<file path="config.mk">
export PLATFORM = sky130hd
export DESIGN_NAME = readout_rx_classifier_sequencer
export DESIGN_NICKNAME = d
export VERILOG_FILES = /design/src/rtl/readout_rx_classifier_sequencer.sv
export SDC_FILE = /design/constraint.sdc
export NUM_CORES = 1
export LEC_CHECK = 0
export CORE_MARGIN = 3
export CORE_UTILIZATION = 58
export DETAILED_ROUTE_END_ITERATION = 8
export GPL_ROUTABILITY_DRIVEN = 0
export PLACE_DENSITY = 0.85
export RECOVER_POWER = 100
export SYNTH_ARGS = -nofsm -noshare
export SYNTH_HDL_FRONTEND = slang
export SYNTH_SLANG_ARGS = --single-unit
export TNS_END_PERCENT = 1
</file>
<file path="constraint.sdc">
create_clock -name i_clk -period 11.99 [get_ports i_clk]
set_clock_uncertainty 0.2 [all_clocks]
set_input_delay 2.398 -clock i_clk [delete_from_list [all_inputs] [get_ports i_clk]]
set_output_delay 2.398 -clock i_clk [all_outputs]
set_load 0.1 [all_outputs]
</file>
<file path="src/rtl/readout_rx_classifier_sequencer.sv">
// ---------------------------------------------------------------------------
// readout_rx_classifier_sequencer
//
// Runs one readout measurement at a time in front of the single-line IQ state
// classifier. For each accepted request it loads the qubit's y-intercept and
// slope from a local coefficient table into the classifier. It then forwards
// exactly N I/Q samples framed by start/finish strobes, counts the |1>
// decisions the classifier reports, and returns a thresholded state per
// request.
//
// Ports:
//   i_clk, i_rst                    clock, asynchronous active-high reset
//   i_tbl_wr_*                      coefficient table write port (any state)
//   i_req_* / o_req_ready           measurement request handshake
//   i_iq_valid_in, i_i_in, i_q_in   demodulator sample stream
//   o_cls_coeff_wr_*                classifier coefficient write port
//   o_cls_valid/start/finish, o_cls_i/q  classifier sample input
//   i_cls_valid_out, i_cls_finish_count_out, i_cls_count_condition
//                                   classifier decision outputs
//   o_res_* / i_res_ready           per-measurement result handshake
//   o_busy                          high whenever a measurement is in flight
// ---------------------------------------------------------------------------
module readout_rx_classifier_sequencer #(
    parameter int DATA_WIDTH         = 16,
    parameter int NUM_QUBITS         = 4,
    parameter int QUBIT_ID_WIDTH     = 2,
    parameter int SAMPLE_COUNT_WIDTH = 10
) (
    input  logic                          i_clk,
    input  logic                          i_rst,
    input  logic                          i_tbl_wr_en,
    input  logic [QUBIT_ID_WIDTH-1:0]     i_tbl_wr_qubit,
    input  logic                          i_tbl_wr_sel,
    input  logic [DATA_WIDTH-1:0]         i_tbl_wr_data,
    input  logic                          i_req_valid,
    output logic                          o_req_ready,
    input  logic [QUBIT_ID_WIDTH-1:0]     i_req_qubit,
    input  logic [SAMPLE_COUNT_WIDTH-1:0] i_req_num_samples,
    input  logic [SAMPLE_COUNT_WIDTH-1:0] i_req_threshold,
    input  logic                          i_iq_valid_in,
    input  logic [DATA_WIDTH-1:0]         i_i_in,
    input  logic [DATA_WIDTH-1:0]         i_q_in,
    output logic                          o_cls_coeff_wr_en,
    output logic                          o_cls_coeff_wr_addr,
    output logic [DATA_WIDTH-1:0]         o_cls_coeff_wr_data,
    output logic                          o_cls_valid,
    output logic                          o_cls_start_count,
    output logic                          o_cls_finish_count,
    output logic [DATA_WIDTH-1:0]         o_cls_i,
    output logic [DATA_WIDTH-1:0]         o_cls_q,
    input  logic                          i_cls_valid_out,
    input  logic                          i_cls_finish_count_out,
    input  logic                          i_cls_count_condition,
    output logic                          o_res_valid,
    input  logic                          i_res_ready,
    output logic [QUBIT_ID_WIDTH-1:0]     o_res_qubit,
    output logic                          o_res_state,
    output logic [SAMPLE_COUNT_WIDTH-1:0] o_res_count,
    output logic                          o_busy
);

    typedef enum logic [2:0] {
        IDLE,
        LOAD_B,
        LOAD_A,
        STREAM,
        DRAIN,
        RESULT
    } state_t;

    localparam logic [SAMPLE_COUNT_WIDTH-1:0] ONE = 1;

    state_t                          r_state;
    logic [DATA_WIDTH-1:0]           r_yInt  [NUM_QUBITS];
    logic [DATA_WIDTH-1:0]           r_slope [NUM_QUBITS];
    logic [QUBIT_ID_WIDTH-1:0]       r_qubit;
    logic [SAMPLE_COUNT_WIDTH-1:0]   r_numSamples;
    logic [SAMPLE_COUNT_WIDTH-1:0]   r_threshold;
    logic [SAMPLE_COUNT_WIDTH-1:0]   r_sampleCnt;
    logic [SAMPLE_COUNT_WIDTH-1:0]   r_acc;
    logic                            r_coeffWrEn;
    logic                            r_coeffWrAddr;
    logic [DATA_WIDTH-1:0]           r_coeffWrData;
    logic                            r_resValid;
    logic                            r_resState;

    logic                            w_fwd;
    logic                            w_lastSample;
    logic                            w_hit;
    logic [SAMPLE_COUNT_WIDTH-1:0]   w_accNext;

    // Samples are only forwarded while streaming; everything else is dropped.
    assign w_fwd        = (r_state == STREAM) && i_iq_valid_in;
    assign w_lastSample = (r_sampleCnt == (r_numSamples - ONE));
    assign w_hit        = i_cls_valid_out && i_cls_count_condition;
    assign w_accNext    = r_acc + {{(SAMPLE_COUNT_WIDTH-1){1'b0}}, w_hit};

    assign o_cls_valid         = w_fwd;
    assign o_cls_start_count   = w_fwd && (r_sampleCnt == '0);
    assign o_cls_finish_count  = w_fwd && w_lastSample;
    assign o_cls_i             = i_i_in;
    assign o_cls_q             = i_q_in;
    assign o_cls_coeff_wr_en   = r_coeffWrEn;
    assign o_cls_coeff_wr_addr = r_coeffWrAddr;
    assign o_cls_coeff_wr_data = r_coeffWrData;
    assign o_req_ready         = (r_state == IDLE);
    assign o_busy              = (r_state != IDLE);
    assign o_res_valid         = r_resValid;
    assign o_res_qubit         = r_qubit;
    assign o_res_state         = r_resState;
    assign o_res_count         = r_acc;

    // Coefficient table. Loads read the registered contents, so a write landing
    // in the same cycle as a load only becomes visible to later loads.
    always_ff @(posedge i_clk or posedge i_rst) begin
        if (i_rst) begin
            for (int k = 0; k < NUM_QUBITS; k++) begin
                r_yInt[k]  <= '0;
                r_slope[k] <= '0;
            end
        end else if (i_tbl_wr_en) begin
            if (i_tbl_wr_sel) begin
                r_slope[i_tbl_wr_qubit] <= i_tbl_wr_data;
            end else begin
                r_yInt[i_tbl_wr_qubit] <= i_tbl_wr_data;
            end
        end
    end

    // Measurement sequencer. The coefficient write port is registered, so the
    // value for each load is fetched on the edge that enters the load state.
    // The result count is the accumulator itself, frozen once RESULT is entered.
    always_ff @(posedge i_clk or posedge i_rst) begin
        if (i_rst) begin
            r_state       <= IDLE;
            r_qubit       <= '0;
            r_numSamples  <= '0;
            r_threshold   <= '0;
            r_sampleCnt   <= '0;
            r_acc         <= '0;
            r_coeffWrEn   <= 1'b0;
            r_coeffWrAddr <= 1'b0;
            r_coeffWrData <= '0;
            r_resValid    <= 1'b0;
            r_resState    <= 1'b0;
        end else begin
            r_coeffWrEn <= 1'b0;
            case (r_state)
                IDLE: begin
                    if (i_req_valid) begin
                        r_qubit      <= i_req_qubit;
                        r_numSamples <= i_req_num_samples;
                        r_threshold  <= i_req_threshold;
                        r_sampleCnt  <= '0;
                        r_acc        <= '0;
                        if (i_req_num_samples == '0) begin
                            r_state    <= RESULT;
                            r_resValid <= 1'b1;
                            r_resState <= 1'b0;
                        end else begin
                            r_state       <= LOAD_B;
                            r_coeffWrEn   <= 1'b1;
                            r_coeffWrAddr <= 1'b0;
                            r_coeffWrData <= r_yInt[i_req_qubit];
                        end
                    end
                end
                LOAD_B: begin
                    r_state       <= LOAD_A;
                    r_coeffWrEn   <= 1'b1;
                    r_coeffWrAddr <= 1'b1;
                    r_coeffWrData <= r_slope[r_qubit];
                end
                LOAD_A: begin
                    r_state <= STREAM;
                end
                STREAM: begin
                    r_acc <= w_accNext;
                    if (w_fwd) begin
                        r_sampleCnt <= r_sampleCnt + ONE;
                        if (w_lastSample) begin
                            r_state <= DRAIN;
                        end
                    end
                end
                DRAIN: begin
                    r_acc <= w_accNext;
                    if (i_cls_valid_out && i_cls_finish_count_out) begin
                        r_state    <= RESULT;
                        r_resValid <= 1'b1;
                        r_resState <= (w_accNext > r_threshold);
                    end
                end
                RESULT: begin
                    if (i_res_ready) begin
                        r_state    <= IDLE;
                        r_resValid <= 1'b0;
                    end
                end
                default: begin
                    r_state <= IDLE;
                end
            endcase
        end
    end

endmodule

</file>
# Word-level counts from Yosys, hierarchy flattened
# Index checks and enable logic that the tools add are counted.
[word_totals]
ff_bits = 193
output_inout_bits = 69
wordCells = 108
[classes]
n_addsub = 3
order_cmp = 5
eq_ne = 13
mux = 39
bitwise = 4
reduce_logical = 25
[op_table]
columns = ["operator", "count"]
rows = [
  ["bitwise mux 64 bit", 2],
  ["two-way mux 16 bit", 7],
  ["binary-select mux 16 bit (select 2 bit)", 2],
  ["case mux 10 bit (2 select lines)", 2],
  ["demux 16 bit (select 2 bit)", 1],
  ["case mux 16 bit (2 select lines)", 1],
  ["logical NOT 10 bit", 2],
  ["two-way mux 10 bit", 2],
  ["two-way mux 3 bit", 6],
  ["case mux 3 bit (6 select lines)", 1],
  ["!= test 2 bit, second input constant", 6],
  ["two-way mux 1 bit", 11],
  ["adder 10 x 1 -> 10 bit", 1],
  ["adder 10 x 1 -> 10 bit, second input constant", 1],
  ["equality test 10 bit", 1],
  ["greater-than comparator 10 bit", 1],
  ["AND reduction 5 bit", 2],
  ["subtractor 10 x 1 -> 10 bit, second input constant", 1],
  ["greater-or-equal comparator 3 bit, second input constant", 3],
  ["NOT 2 -> 3 bit", 3],
  ["AND reduction 2 bit", 4],
  ["nonzero test 2 bit", 4],
  ["equality test 3 x 2 -> 1 bit, second input constant", 2],
  ["equality test 3 bit, second input constant", 2],
  ["12 further kinds", 21],
]

# Depth between registers and ports, before layout
[logic_depth]
word_depth = 7
depth_mapped = 13
mapped_depth_nobuf = 13

# Least setup slack after synthesis
# OpenSTA, ideal clock, no wires.
[synth_path]
path_type = "input-to-output"
from = "input i_iq_valid_in"
to = "output o_cls_finish_count"
arrival_ns = 3.792
setup_slack_ns = 5.600
cell_stages = 2
path_buffers = 0
cell_sequence = "nand3_1 nor2_1"
[synth_via]
elab_chain_len = 2
[synth_lines]
columns = ["item", "line_no", "text"]
rows = [
  ["start: declaration", "40", "input logic i_iq_valid_in,"],
  ["logical AND 1 bit", "93", "assign w_fwd = (r_state == STREAM) && i_iq_valid_in;"],
  ["logical AND 1 bit", "100", "assign o_cls_finish_count = w_fwd && w_lastSample;"],
  ["end: declaration", "48", "output logic o_cls_finish_count,"],
]
# Every way passes these cells.

# Worst setup path in the final report
[layout_path]
from = "input i_iq_valid_in"
to = "output o_cls_start_count"
[layout_via]
elab_chain_len = 2
[layout_lines]
columns = ["item", "line_no", "text"]
rows = [
  ["logical AND 1 bit", "93", ""],
  ["logical AND 1 bit", "99", "assign o_cls_start_count = w_fwd && (r_sampleCnt == '0);"],
  ["end: declaration", "47", "output logic o_cls_start_count,"],
]
# Every way passes these cells.

==> metrics.csv <==
stage,metric,value,unit
final_layout,Reg area,4830,µm²
final_layout,most frequent cells in the layout,"193 x dfrtp_1, 135 x mux2_2, 46 x o21ai_0",
synthesis,syn nets,840,
floorplanning,total core area,15940,µm²
power_and_ir_drop,Lkg Pwr,4.618,nW
synthesis,Main synth FF type,dfrtp_1,
route,drt wl/cell,20.85,µm
grt,vias in the first global route,6450,
power_and_ir_drop,Sw Share,0.4073,
floorplanning,full die area,17930,µm²
sta,final worst-path cycle share,0.6192,
route,DR iter-0 viols,478,
clock_network,"Hold-fix buffers, CTS",0,
route,DR top layer,met4,
grt,global-route usage over all layers,0.2435,
route,Met2 Wirelength,10.71,mm
sta,Min Hold Slack,0.2774,ns
final_layout,nets@finish,881,
sta,RSZ-0062 raised after global routing,no,
power_and_ir_drop,Switching Power,1.022,mW
floorplanning,Die H,133.9,µm
final_layout,layout cells sized above 1,0.2651,
critical_path,Setup crit end kind,output pin,
power_and_ir_drop,Logic pwr share,0.405,
route,DRC,0,
final_layout,Layout fillers,1097,
route,met1 WL,8.675,mm
final_layout,"most common cell after layout, fill and taps aside",dfrtp_1,
critical_path,Arrival @ worst endpoint,4.83,ns
min_path,hold crit path type,reg2reg,
synthesis,Synth warnings,0,
final_layout,Util after Layout,0.6769,
run_status,failing checks,"capacitance limit, slew limit",
sta,Worst-Margin Slew,4.601,ns
route,total wire length,21.10,mm
final_layout,Area Overhead vs Synth,13.71,%
clock_network,root buf cell,clkbuf_16,
synthesis,Synth Register Bits,193,
floorplanning,IO Count,151,
critical_path,Crit path required time,9.39,ns
clock_network,Max Buffers Root-to-Sink,2,
run_status,status,"complete, but fails checks",
power_and_ir_drop,clock share of power,0.212,
sta,final worst slack,4.566,ns
placement,pre-CTS setup slack,4.748,ns
clock_network,H-tree levels,4,
power_and_ir_drop,cell internal pwr,1.487,mW
synthesis,Synth Area per Inst,12.79,µm²
final_layout,Multi-input gate area,4131,µm²
synthesis,"Cell Area, Synth",9490,µm²
run,number of max-cap violations,6,
critical_path,Startpoint Class,input port,
sta,Slew Limit Fails,222,
sta,Setup TNS,0,ns
synthesis,"Seq/Total Area, Yosys",0.5089,
route,via count,6186,
route,antenna-violating nets left,0,
placement,Post-DP HPWL,13.89,mm
clock_network,CTS tree,done,
final_layout,Layout Cells excl Fill,1012,
clock_network,Clock Pin Slew Worst Setup and Hold Paths,0.07,ns
clock_network,number of gates resized after cts,0,
sta,relative slew slack,-2.084,
synthesis,Mapped Cells,742,
clock_network,worst skew pair latency,0.43,ns
final_layout,Antenna Cells,0,
critical_path,critical-path maximum fanout,4,
grt,grt ovf,0,
floorplanning,Initial Utilization,0.5953,
route,routed vias/inst,6.113,
grt,pin count of the biggest net entering global routing,108,
clock_network,total CTS buffers,17,
placement,Port Buffers,86,
critical_path,critical path type,in2out,
power_and_ir_drop,maximum vdd ir drop,0.1299,mV
synthesis,Post-synth EDFFs,0,
sta,"Hold Vio Cnt, Final",0,
clock_network,clk sinks,193,
route,met3 WL,1.332,mm
power_and_ir_drop,part of the power in registers,0.384,
grt,global-route wire length before repair,34.25,mm
floorplanning,row cnt,46,
sta,number of setup violations in the final report,0,
sta,Tmin final,7.424,ns
route,DRT Pass-1 Iters,5,
clock_network,Post-CTS Setup Bufs,0,
placement,Placed Cells incl. Taps,980,
synthesis,Synth async-reset ratio,1.000,
synthesis,Synth cell types,59,
floorplanning,Die Wd,133.9,µm
sta,Peak Freq,134.7,MHz
grt,initial antenna violation count,0,
power_and_ir_drop,pwr/cell area,232.6,nW/µm²
## final cells by class
cell class                 instances  share of cell area
clock buffer                      19             0.04197
clock inverter                    13            0.009507
inverter                          24            0.008464
multi-input combinational        452              0.3828
sequential                       193              0.4475
tap                              216             0.02504
timing repair buffer              95             0.08464
## worst max-delay path: stages
cell and delay, ns:
dlygate4sd3_1 0.60, nand3_1 0.19, nor4_1 0.21, and4b_1 0.23, dlygate4sd3_1 1.20
## synth_stat cells (2+ instances only)
library cell	instances	area, µm²
buf_2	11	55.05
o21ai_0	42	210.2
xor2_1	12	105.1
mux2_2	138	1554
nor3_1	7	35.03
mux2i_1	17	170.2
a31oi_1	2	12.51
xnor2_1	14	122.6
a22o_1	7	61.31
nor2_1	28	105.1
and3_1	2	12.51
buf_1	5	18.77
dfrtp_1	193	4830
buf_4	34	255.2
nor4b_1	2	17.52
o21ai_1	4	20.02
nand4b_1	3	26.28
nor2b_1	3	18.77
nand2_1	45	168.9
nand4_1	5	31.28
nor4_1	5	31.28
clkbuf_1	22	82.58
ha_1	16	200.2
and3b_1	2	17.52
or3_1	4	25.02
mux4_2	32	720.7
and2_1	4	25.02
nor3b_2	3	37.54
a21oi_1	11	55.05
inv_1	23	86.33
nand3_1	9	45.04
a21o_1	5	37.54
nand2b_1	2	12.51
o211ai_1	5	37.54
## registers in the layout, indices dropped and copies added, names as in the netlist
signal,cells
o_cls_coeff_wr_addr,1
o_cls_coeff_wr_data,16
o_cls_coeff_wr_en,1
o_res_count,10
o_res_qubit,2
o_res_state,1
o_res_valid,1
r_numSamples,10
r_sampleCnt,10
r_slope,64
r_state,3
r_threshold,10
r_yInt,64
## power groups by stage
stage / Sequential [mW] / Combinational [mW] / Clock (mW)
6_report: 0.963 / 1.02 / 0.531
5_1_grt: 0.981 / 1.09 / 0.570
3_3_place_gp: 0.952 / 0.993 / 0
4_1_cts: 0.960 / 1.04 / 0.540
2_1_floorplan: 1.18 / 0.613 / 0
3_5_place_dp: 0.969 / 1.03 / 0
## stage by stage
stage	total power, mW	area, µm²
6_report	2.510	10790
5_1_grt	2.638	10790
4_1_cts	2.541	10860
3_5_place_dp	2.000	10310
3_3_place_gp	1.945	10310
2_1_floorplan	1.789	9490
## routing by layer
| layer | vias to the layer above | GRT usage |
|---|---|---|
| li1 | 2731 | - |
| met1 | 3176 | 0.3161 |
| met2 | 231 | 0.4090 |
| met3 | 48 | 0.05776 |
| met4 | 0 | 0.07829 |
| met5 | - | 0 |
## cells by family after synthesis
kind of cell / Yosys count / share of synthesized area
xor gates and xnor gates: 26 / 0.02399
adders and majority gates: 16 / 0.02109
and+or+nand+nor: 132 / 0.07330
AOI/OAI and AO/OA: 91 / 0.06104
muxes: 187 / 0.2576
DFF: 193 / 0.5089
buffers and inverters: 97 / 0.05405
## path summary, 6_finish.rpt
check / startpoint / endpoint / slack [ns] / cells after the start
worst max-delay path: i_iq_valid_in / o_cls_start_count / 4.57 / 5
worst min-delay path: o_cls_coeff_wr_data[2] / o_cls_coeff_wr_data[2] / 0.28 / 2
worst max register to register: r_state[0] / r_sampleCnt[9] / 8.04 / 7
worst min register to register: o_cls_coeff_wr_data[2] / o_cls_coeff_wr_data[2] / 0.28 / 2
max in group asynchronous: i_rst / r_slope[61] / 5.41 / 3
min in group asynchronous: i_rst / r_sampleCnt[8] / 3.60 / 2
No activity file was read; power rests on OpenSTA's default activity.
